## config.mk

```make
export PLATFORM = sky130hd
export DESIGN_NAME = instr_fetch
export DESIGN_NICKNAME = d
export VERILOG_FILES = /design/src/rtl/instr_fetch.sv
export SDC_FILE = /design/constraint.sdc
export NUM_CORES = 1
export LEC_CHECK = 0
export CORE_ASPECT_RATIO = 1.75
export CORE_MARGIN = 5
export CORE_UTILIZATION = 40
export DETAILED_ROUTE_END_ITERATION = 10
export PLACE_DENSITY = 0.65
export SKIP_LAST_GASP = 1
export SYNTH_ARGS = -nofsm -noshare
export SYNTH_HDL_FRONTEND = slang
export SYNTH_SLANG_ARGS = --single-unit
```

## constraint.sdc

```tcl
create_clock -name clk -period 12.9 [get_ports clk]
set_clock_uncertainty 0.1 [all_clocks]
set_input_delay 3.225 -clock clk [delete_from_list [all_inputs] [get_ports clk]]
set_output_delay 3.225 -clock clk [all_outputs]
set_load 0.005 [all_outputs]
```

## src/rtl/instr_fetch.sv

```systemverilog
// Instruction fetch unit: issues word-aligned fetches, tracks in-flight requests,
// buffers responses in a small FIFO and discards stale responses after a redirect.
module instr_fetch #(
  parameter logic [31:0] RESET_PC = 32'h0000_0000,
  parameter int unsigned DEPTH    = 2
) (
  input  logic        clk,
  input  logic        rst_n,
  output logic        imem_req_valid,
  input  logic        imem_req_ready,
  output logic [31:0] imem_req_addr,
  input  logic        imem_rsp_valid,
  input  logic [31:0] imem_rsp_data,
  input  logic        redirect_valid,
  input  logic [31:0] redirect_target,
  output logic        instr_valid,
  input  logic        instr_ready,
  output logic [31:0] instr,
  output logic [31:0] instr_pc,
  output logic [6:0]  op,
  output logic [2:0]  func3,
  output logic [6:0]  func7
);

  localparam int unsigned CW = $clog2(DEPTH + 1);
  localparam int unsigned PW = (DEPTH > 1) ? $clog2(DEPTH) : 1;
  localparam logic [CW:0]   LIMIT = (CW + 1)'(DEPTH);
  localparam logic [PW-1:0] LAST  = PW'(DEPTH - 1);

  logic [31:0]   r_fetch_pc;
  logic [31:0]   r_rsp_pc;
  logic [CW-1:0] r_outstanding;
  logic [CW-1:0] r_count;
  logic [CW-1:0] r_drop_count;
  logic [PW-1:0] r_head;
  logic [PW-1:0] r_tail;
  logic [31:0]   r_buf_data [DEPTH];
  logic [31:0]   r_buf_pc   [DEPTH];

  logic [CW:0]   w_inflight;
  logic [31:0]   w_target;
  logic          w_req_fire;
  logic          w_rsp_ok;
  logic          w_push;
  logic          w_pop;
  logic [PW-1:0] w_head_nxt;
  logic [PW-1:0] w_tail_nxt;

  assign w_inflight = {1'b0, r_outstanding} + {1'b0, r_count};
  assign w_target   = {redirect_target[31:2], 2'b00};

  // rst_n gates the request so nothing is offered to memory while held in reset.
  assign imem_req_valid = rst_n & ~redirect_valid & (w_inflight < LIMIT);
  assign imem_req_addr  = r_fetch_pc;

  assign w_req_fire = imem_req_valid & imem_req_ready;
  // A response with nothing outstanding is a protocol error and is ignored.
  assign w_rsp_ok   = imem_rsp_valid & (r_outstanding != '0);
  assign w_push     = w_rsp_ok & ~redirect_valid & (r_drop_count == '0);
  assign w_pop      = instr_valid & instr_ready;
  assign w_head_nxt = (r_head == LAST) ? '0 : r_head + 1'b1;
  assign w_tail_nxt = (r_tail == LAST) ? '0 : r_tail + 1'b1;

  assign instr_valid = (r_count != '0);
  assign instr       = r_buf_data[r_head];
  assign instr_pc    = r_buf_pc[r_head];
  assign op          = instr[6:0];
  assign func3       = instr[14:12];
  assign func7       = instr[31:25];

  always_ff @(posedge clk or negedge rst_n) begin
    if (!rst_n) begin
      r_fetch_pc    <= RESET_PC;
      r_rsp_pc      <= RESET_PC;
      r_outstanding <= '0;
      r_count       <= '0;
      r_drop_count  <= '0;
      r_head        <= '0;
      r_tail        <= '0;
    end else if (redirect_valid) begin
      r_fetch_pc    <= w_target;
      r_rsp_pc      <= w_target;
      r_count       <= '0;
      r_head        <= '0;
      r_tail        <= '0;
      r_outstanding <= r_outstanding - CW'(w_rsp_ok);
      r_drop_count  <= r_outstanding - CW'(w_rsp_ok);
    end else begin
      if (w_req_fire) r_fetch_pc <= r_fetch_pc + 32'd4;
      r_outstanding <= r_outstanding + CW'(w_req_fire) - CW'(w_rsp_ok);
      if (w_rsp_ok && (r_drop_count != '0)) r_drop_count <= r_drop_count - 1'b1;
      if (w_push) begin
        r_tail   <= w_tail_nxt;
        r_rsp_pc <= r_rsp_pc + 32'd4;
      end
      if (w_pop) r_head <= w_head_nxt;
      r_count <= r_count + CW'(w_push) - CW'(w_pop);
    end
  end

  always_ff @(posedge clk) begin
    if (w_push) begin
      r_buf_data[r_tail] <= imem_rsp_data;
      r_buf_pc[r_tail]   <= r_rsp_pc;
    end
  end

endmodule

```

==> flow_summary.ini <==
[clock_network]
clk_latency_ns = 0.42
root_buffer = clkbuf_16
ctsHoldBuffers = 0
post_cts_resized = 0
numClockSinks = 192
clk_pin_slew_ns = 0.07
numCtsBuffers = 17
cts.path.max_buffers = 2
htreeDepth = 4
postCtsSetupBuffers = 0
tritoncts = yes

[timing]
min_period_over_period_pct = 66.0
max-slew-margin-rel_pct = 37.3
setup_viol = 0
max_freq_mhz = 117
hold_viol = 0
setup_tns_ns = 0
worstMarginPinSlew_ns = 0.933
fin_crit_ns = 8.51
rsz0062_at_grt = false
drv_slew = 0

[route]
drtIter0Drc = 334
wl_per_cell_um = 19.4
drtPass1Iterations = 5
vias_per_cell = 5.39
drc = 0
wl_um = 20500
vias = 5707
ant_nets = 0

[synth]
synthCells = 625
synth_area_leaders = edfxtp_1 43%, dfrtp_1 20%, mux2_2 11%
ys_async_sr_fraction_pct = 35.4
synth.avg_cell_area_um2 = 13.7
synth_top_area_share_pct = 43.4
ys.flop_type = edfxtp_1
synth-edff-count = 124
ys_seq_area_share_pct = 63.3
netlist_area_um2 = 8570
synthDistinctLibCells = 55
ys_ff_latch = 192
synth_top_area_cell = edfxtp_1
yosys_warnings = 0

[critical_path]
crit_required_ns = 9.57
crit_buf_inv = 4
crit_path_end_kind = output pin
path_class = input pin to output pin
cpMaxStageDelayCell = or4b_4
cp_top_family = buffers and inverters
cp-start-kind = input pin
crit_arrival_ns = 5.19
crit_fanout = 46
cp_cell_sequence = clkdlybuf4s50_1 -> buf_4 -> or4b_4 -> clkinv_2 -> clkdlybuf4s50_1
critPathMostFrequentCell = clkdlybuf4s50_1
max_stage_delay_ns = 0.67

[global_routing]
grt_pass1_vias = 6107
overflow = 0
grt.total_usage_pct = 16.7
grt_max_degree = 68
grt_pass1_wl_um = 32100
antenna_found_initial = 0

[cells_and_area]
drive_gt1_share_pct = 17.3
final_cell_mix = 177 x clkdlybuf4s50_1, 124 x edfxtp_1, 84 x mux2_2
fin_cells = 1058
diodes = 0
fillCellCount = 1898
multi_input_area_um2 = 2880
syn_to_final_growth_pct = 29.6
nets = 869
register_area_um2 = 5430
mostFrequentLayoutCell = clkdlybuf4s50_1

[pwr]
p_per_area_nw_per_um2 = 159
leakagePower_nw = 3.98
vdd.ir_drop.worst_uv = 79.5

[job]
cap_viol_max_count = 0

[die]
die_y_um = 204
row_count = 71
dieArea_um2 = 24600
start_util_pct = 40.2
ioPinCount = 185
core-area_um2 = 21300
fp.dieW_um = 121

[place]
portBuffers = 178
dp.cells = 1026
dp_hpwl_um = 14800
gp_congestion = 0.865

[status]
status = finished clean

[min_path]
min_path_type = flip-flop to flip-flop
[flip-flops by register name, indices dropped and copies added, names as in the netlist]
register       flops
r_buf_data        64
r_buf_pc          60
imem_req_addr     30
r_rsp_pc          30
r_count            2
r_drop_count       2
r_outstanding      2
r_head             1
r_tail             1
[metrics by stage]
stage	hold WS (ns)	worst slack, ns	power [W]	cell area [um2]	utilization [%]
6_report	0.435	4.39	0.00177	11100	52.1
5_1_grt	0.454	4.34	0.00186	11100	52.1
4_1_cts	0.439	4.38	0.00179	11100	52.1
3_5_place_dp	0.411	4.39	0.00126	10500	49.3
3_3_place_gp	0.395	4.39	0.00125	10500	49.3
2_1_floorplan	0.362	5.56	0.00102	8580	-
[cell type report]
type | count | share of cell area [%]
clock inverters | 10 | 0.789
clock buffers | 22 | 4.65
flip-flops and latches | 192 | 48.9
multi-input cells | 381 | 25.9
repair buffers | 185 | 16.5
well taps | 255 | 2.87
inverters | 13 | 0.451
[synthesized netlist by cell type (all sizes together), types with 6 or more instances]
library cell  count
edfxtp          124
mux2             84
dfrtp            68
nand2            44
buf              29
nand3            28
nor2             27
o21ai            27
xor2             27
nand4            24
xnor2            21
clkbuf           13
inv              12
a21oi            10
and3              9
and2              8
ha                8
nor4              8
a31oi             7
nor3              7
o211ai            7
o311ai            6
[cell families (layout without fill, tap and decap cells)]
group | after synthesis | count (layout) | share of synthesized area, %
flip-flops | 192 | 192 | 63.3
AND/OR/NAND/NOR | 169 | 169 | 10.9
multiplexers | 85 | 85 | 11.2
AO/OA/AOI/OAI | 66 | 66 | 4.83
buffers and inverters | 55 | 230 | 3.46
XOR/XNOR | 48 | 48 | 4.90
adder cells (fa/ha/maj) | 9 | 9 | 1.40
other | 1 | 4 | 0.0437
[worst register-to-register path: stages, from the launching register on]
cell	delay [ns]
dfrtp_1	0.45
and2_1	0.20
fa_1	0.52
or4b_4	0.63
nor2_4	0.27
inv_2	0.24
ha_1	0.33
inv_1	0.04
ha_1	0.18
xnor2_1	0.12
o21ai_0	0.18
xor2_1	0.18
[routing by layer]
metal  vias to the layer above  share of wire, %  GRT usage [%]
met3                        44               5.3           3.55
met1                      2827                37           18.4
met4                         0               3.8           8.35
met5                         -                 0              0
li1                       2626                 -              -
met2                       210                54           30.0
[path summary, 6_finish.rpt]
kind	start	to	slack [ns]	cells after the start
worst max-delay path	redirect_valid	imem_req_valid	4.39	5
worst max register to register	r_outstanding[0]$_DFF_PN0_	r_outstanding[1]$_DFF_PN0_	9.38	11
max in group asynchronous	rst_n	r_head$_DFFE_PN0P_	9.09	2
min in group asynchronous	rst_n	r_rsp_pc[13]$_DFFE_PN0N_	2.50	1
worst min-delay path	r_rsp_pc[16]$_DFFE_PN0N_	r_buf_pc[1][16]$_DFFE_PP_	0.44	0
worst min register to register	r_rsp_pc[16]$_DFFE_PN0N_	r_buf_pc[1][16]$_DFFE_PP_	0.44	0
[power by group]
group	internal (W)	switching [W]	leakage (nW)
clock	0.000291	0.000231	0.301
sequential	0.000717	0.0000590	1.93
combinational	0.000277	0.000191	1.75
(Power assumes the default switching activity.)
==> RTL change 1, RTL diff (same flow settings) <==
Add an input register stage for `redirect_target`, without a reset; this delays it by one clock. The other inputs are not delayed to match.
--- a/src/rtl/instr_fetch.sv
+++ b/src/rtl/instr_fetch.sv
@@ -27,6 +27,12 @@
   localparam logic [CW:0]   LIMIT = (CW + 1)'(DEPTH);
   localparam logic [PW-1:0] LAST  = PW'(DEPTH - 1);
 
+  logic [31:0] redirect_target_q;
+
+  always_ff @(posedge clk) begin
+    redirect_target_q <= redirect_target;
+  end
+
   logic [31:0]   r_fetch_pc;
   logic [31:0]   r_rsp_pc;
   logic [CW-1:0] r_outstanding;
@@ -47,7 +53,7 @@
   logic [PW-1:0] w_tail_nxt;
 
   assign w_inflight = {1'b0, r_outstanding} + {1'b0, r_count};
-  assign w_target   = {redirect_target[31:2], 2'b00};
+  assign w_target   = {redirect_target_q[31:2], 2'b00};
 
   // rst_n gates the request so nothing is offered to memory while held in reset.
   assign imem_req_valid = rst_n & ~redirect_valid & (w_inflight < LIMIT);
Formal check against the unedited RTL: not equivalent (a bounded check fails within 4 cycles, from zero or initial values and one cycle with rst_n low).
==> RTL change 1 against the original RTL <==
Area after synthesis is 6.6% higher. Setup slack better by 0.20 ns. Cell area is 5.7% higher. Sequential share of layout area is 2.5 points higher. Synthesized cell count up 5.8%. Register-to-register slack better by 0.03 ns. Total power increased by 8.0%. Cell count grew 7.8%. Sequential cell count rose by 30. Wire length rose by 2.6%. Highest routed layer unchanged.
==> RTL change 1: results (changes against the original RTL) <==
multi-input gate share of the layout cell area=24.1% (-1.8 points); Seq area share=51.3% (+2.5 points); ClkCell Share=5.40% (-0.039 points); Non-clk bufs=184 (-0.54%); die area=26100 µm² (+6.2%); CTS Buffer Depth=3 (+1); first-pass GRT wire length=32.7 mm (+1.6%); measured slew at the worst slew-check pin=0.933 ns (+0.000848 ns); Worst Hold Depth=2 (+2); placed cell area=11100 µm² (+5.8%); CP arrival=4.99 ns (-0.20 ns); highest ir drop seen on vdd=0.0848 mV (+6.7%); Total GRT Usage=15.6% (-1.1 points); largest net degree at the start of global routing=63 (-7.4%); seq_cells=222 (+16%); M1 WL=7.94 mm (+4.8%); H-tree depth=1 (-3); slowest CP cell=clkdlybuf4s50_1; status=complete, no violations; clk_lat worst skew=0.50 ns (+0.08 ns); met3 Usage GRT=2.36% (-1.2 points); DP HPWL=14.6 mm (-1.2%); Post-synth top cells=edfxtp_1, mux2_2, dfrtp_1; CP peak stage delay=0.64 ns (-0.03 ns); Synth area leaders=edfxtp_1, dfrtp_1, mux2_2; GP Congestion=0.789 (-8.8%); number of signal-net inverters in the final layout=15 (+2); clkbuf count=31 (+41%); First-pass DRT Iterations=4 (-1); share of layout cells above drive strength 1=13.9% (-3.4 points); non-clk buf share=15.5% (-0.96 points)
## RTL change 1: worst max-delay path by stage
stage / from / endpoint / cells past startpoint
after global placement: redirect_valid / imem_req_valid / 3
final: redirect_valid / imem_req_valid / 3
after detailed placement: redirect_valid / imem_req_valid / 3
after floorplan: redirect_valid / r_buf_data[0][0] / 5
after global routing: redirect_valid / imem_req_valid / 3
after CTS: redirect_valid / imem_req_valid / 3
## RTL change 1: cells by family (layout without fill, tap and decap cells)
group | Yosys count | in the layout | synth area share, %
AO/OA/AOI/OAI | 77 | 77 | 5.48
XOR/XNOR | 49 | 49 | 4.70
adder cells (fa/ha/maj) | 9 | 9 | 1.31
buffers and inverters | 59 | 236 | 3.41
flip-flops | 222 | 222 | 65.9
multiplexers | 71 | 71 | 8.72
other | 1 | 4 | 0.0410
AND/OR/NAND/NOR | 173 | 173 | 10.4
## RTL change 1: power breakdown
group	switching [mW]	leakage (nW)	internal, mW
Sequential	0.0493	2.18	0.809
Combinational	0.192	1.66	0.272
Clock	0.254	0.308	0.331
==> RTL change 2, RTL diff (same flow settings) <==
Made on the original files. Set the parameter `DEPTH` to 4 (it was 2).
--- a/src/rtl/instr_fetch.sv
+++ b/src/rtl/instr_fetch.sv
@@ -2,7 +2,7 @@
 // buffers responses in a small FIFO and discards stale responses after a redirect.
 module instr_fetch #(
   parameter logic [31:0] RESET_PC = 32'h0000_0000,
-  parameter int unsigned DEPTH    = 2
+  parameter int unsigned DEPTH    = 4
 ) (
   input  logic        clk,
   input  logic        rst_n,
Check against the original RTL: not equivalent (a bounded check fails within 4 cycles, from zero or initial values and one cycle with rst_n low).
==> RTL change 2 against the original RTL <==
Wire length up 40%. Critical path depth unchanged. First-iteration DRC count up 13%. Setup slack better by 0.48 ns. Largest cell class unchanged. Total power up 50%. Area after synthesis up 55%. Hold slack better by 0.011 ns. Cell count up 33%. Largest power group unchanged. Count of clock-buffer cells in the layout up 14. Cell area up 47%. Sequential cell count up 129.
==> RTL change 2: results (changes against the original RTL) <==
status=complete, no violations; first-pass GRT wire length=45.5 mm (+41%); First DRT Iteration DRCs=378 (+13%); biggest regs=r_buf_data (128), r_buf_pc (120); highest ir drop seen on vdd=0.0909 mV (+14%); GP Congestion=0.810 (-6.3%); placed insts=1355 (+32%); DP HPWL=18.2 mm (+23%); measured slew at the worst slew-check pin=1.22 ns (+0.285 ns); fillcell total=2765 (+46%); critical path peak fanout=79 (+72%); Post-synth top cells=edfxtp_1, dfrtp_1, nand2_1; CP peak stage delay=0.59 ns (-0.08 ns); CP Class=primary input to output pin; Total GRT Usage=15.6% (-1.1 points); Avg Vias per Cell=5.36 (-0.71%); number of synthesized flops with an enable pin=248 (+100%); clk_lat worst skew=0.54 ns (+0.12 ns); slowest CP cell=buf_4; vias in the first global route=8130 (+33%); Reg2Reg Depth=12 (+1); total number of vias=7541 (+32%); First-pass DRT Iterations=4 (-1); largest net degree at the start of global routing=80 (+18%); Synth area leaders=edfxtp_1, dfrtp_1, mux4_2; share of layout cells above drive strength 1=14.1% (-3.3 points); cts bufs inserted=29 (+12); Setup WS pre-CTS=4.87 ns (+0.481 ns); Final nets=1070 (+23%); Worst Hold Depth=1 (+1); Cells after Synth=809 (+29%); H-tree depth=1 (-3); Lkg Pwr=5.56 nW (+39%); CP arrival=4.71 ns (-0.48 ns); fraction of registers with async set/reset=22.7% (-13 points)
## RTL change 2: layout make-up
| cell class | count | area [µm²] | share of cell area [%] |
|---|---|---|---|
| repair buffers | 190 | 1860 | 11.4 |
| flip-flops and latches | 321 | 9280 | 56.7 |
| well taps | 405 | 507 | 3.10 |
| multi-input cells | 420 | 3690 | 22.5 |
| clock inverters | 17 | 166 | 1.02 |
| inverters | 19 | 71.3 | 0.436 |
| clock buffers | 36 | 793 | 4.85 |
## RTL change 2: report_power, final
| group | internal, mW | switching [mW] | leakage (nW) |
|---|---|---|---|
| clock network | 0.497 | 0.367 | 0.476 |
| registers | 1.18 | 0.0771 | 3.13 |
| logic | 0.316 | 0.222 | 1.95 |
## RTL change 2: final timing paths
check | from | end | slack [ns]
setup reg to reg | r_outstanding[2] | r_outstanding[2] | 9.63
hold / removal | imem_req_addr[16] | imem_req_addr[16] | 0.45
max in group asynchronous | rst_n | r_head[0] | 9.09
min in group asynchronous | rst_n | imem_req_addr[5] | 2.60
setup / recovery | redirect_valid | imem_req_valid | 4.87
hold reg to reg | imem_req_addr[16] | imem_req_addr[16] | 0.45
## RTL change 2: metal layers
layer | up-vias | track usage [%] | part of all wire (%)
met2 | 197 | 28.8 | 54
li1 | 3484 | - | -
met3 | 45 | 1.95 | 4.2
met4 | 0 | 5.50 | 2.8
met1 | 3815 | 18.6 | 39
met5 | - | 0 | 0
## RTL change 2: cell families after synthesis
group | count (synthesis) | synth area share, %
AND/OR/NAND/NOR | 207 | 8.62
XOR/XNOR | 35 | 2.30
buffers and inverters | 71 | 2.76
AO/OA/AOI/OAI | 93 | 4.27
adder cells (fa/ha/maj) | 19 | 1.90
multiplexers | 62 | 10.5
other | 1 | 0.0282
flip-flops | 321 | 69.6
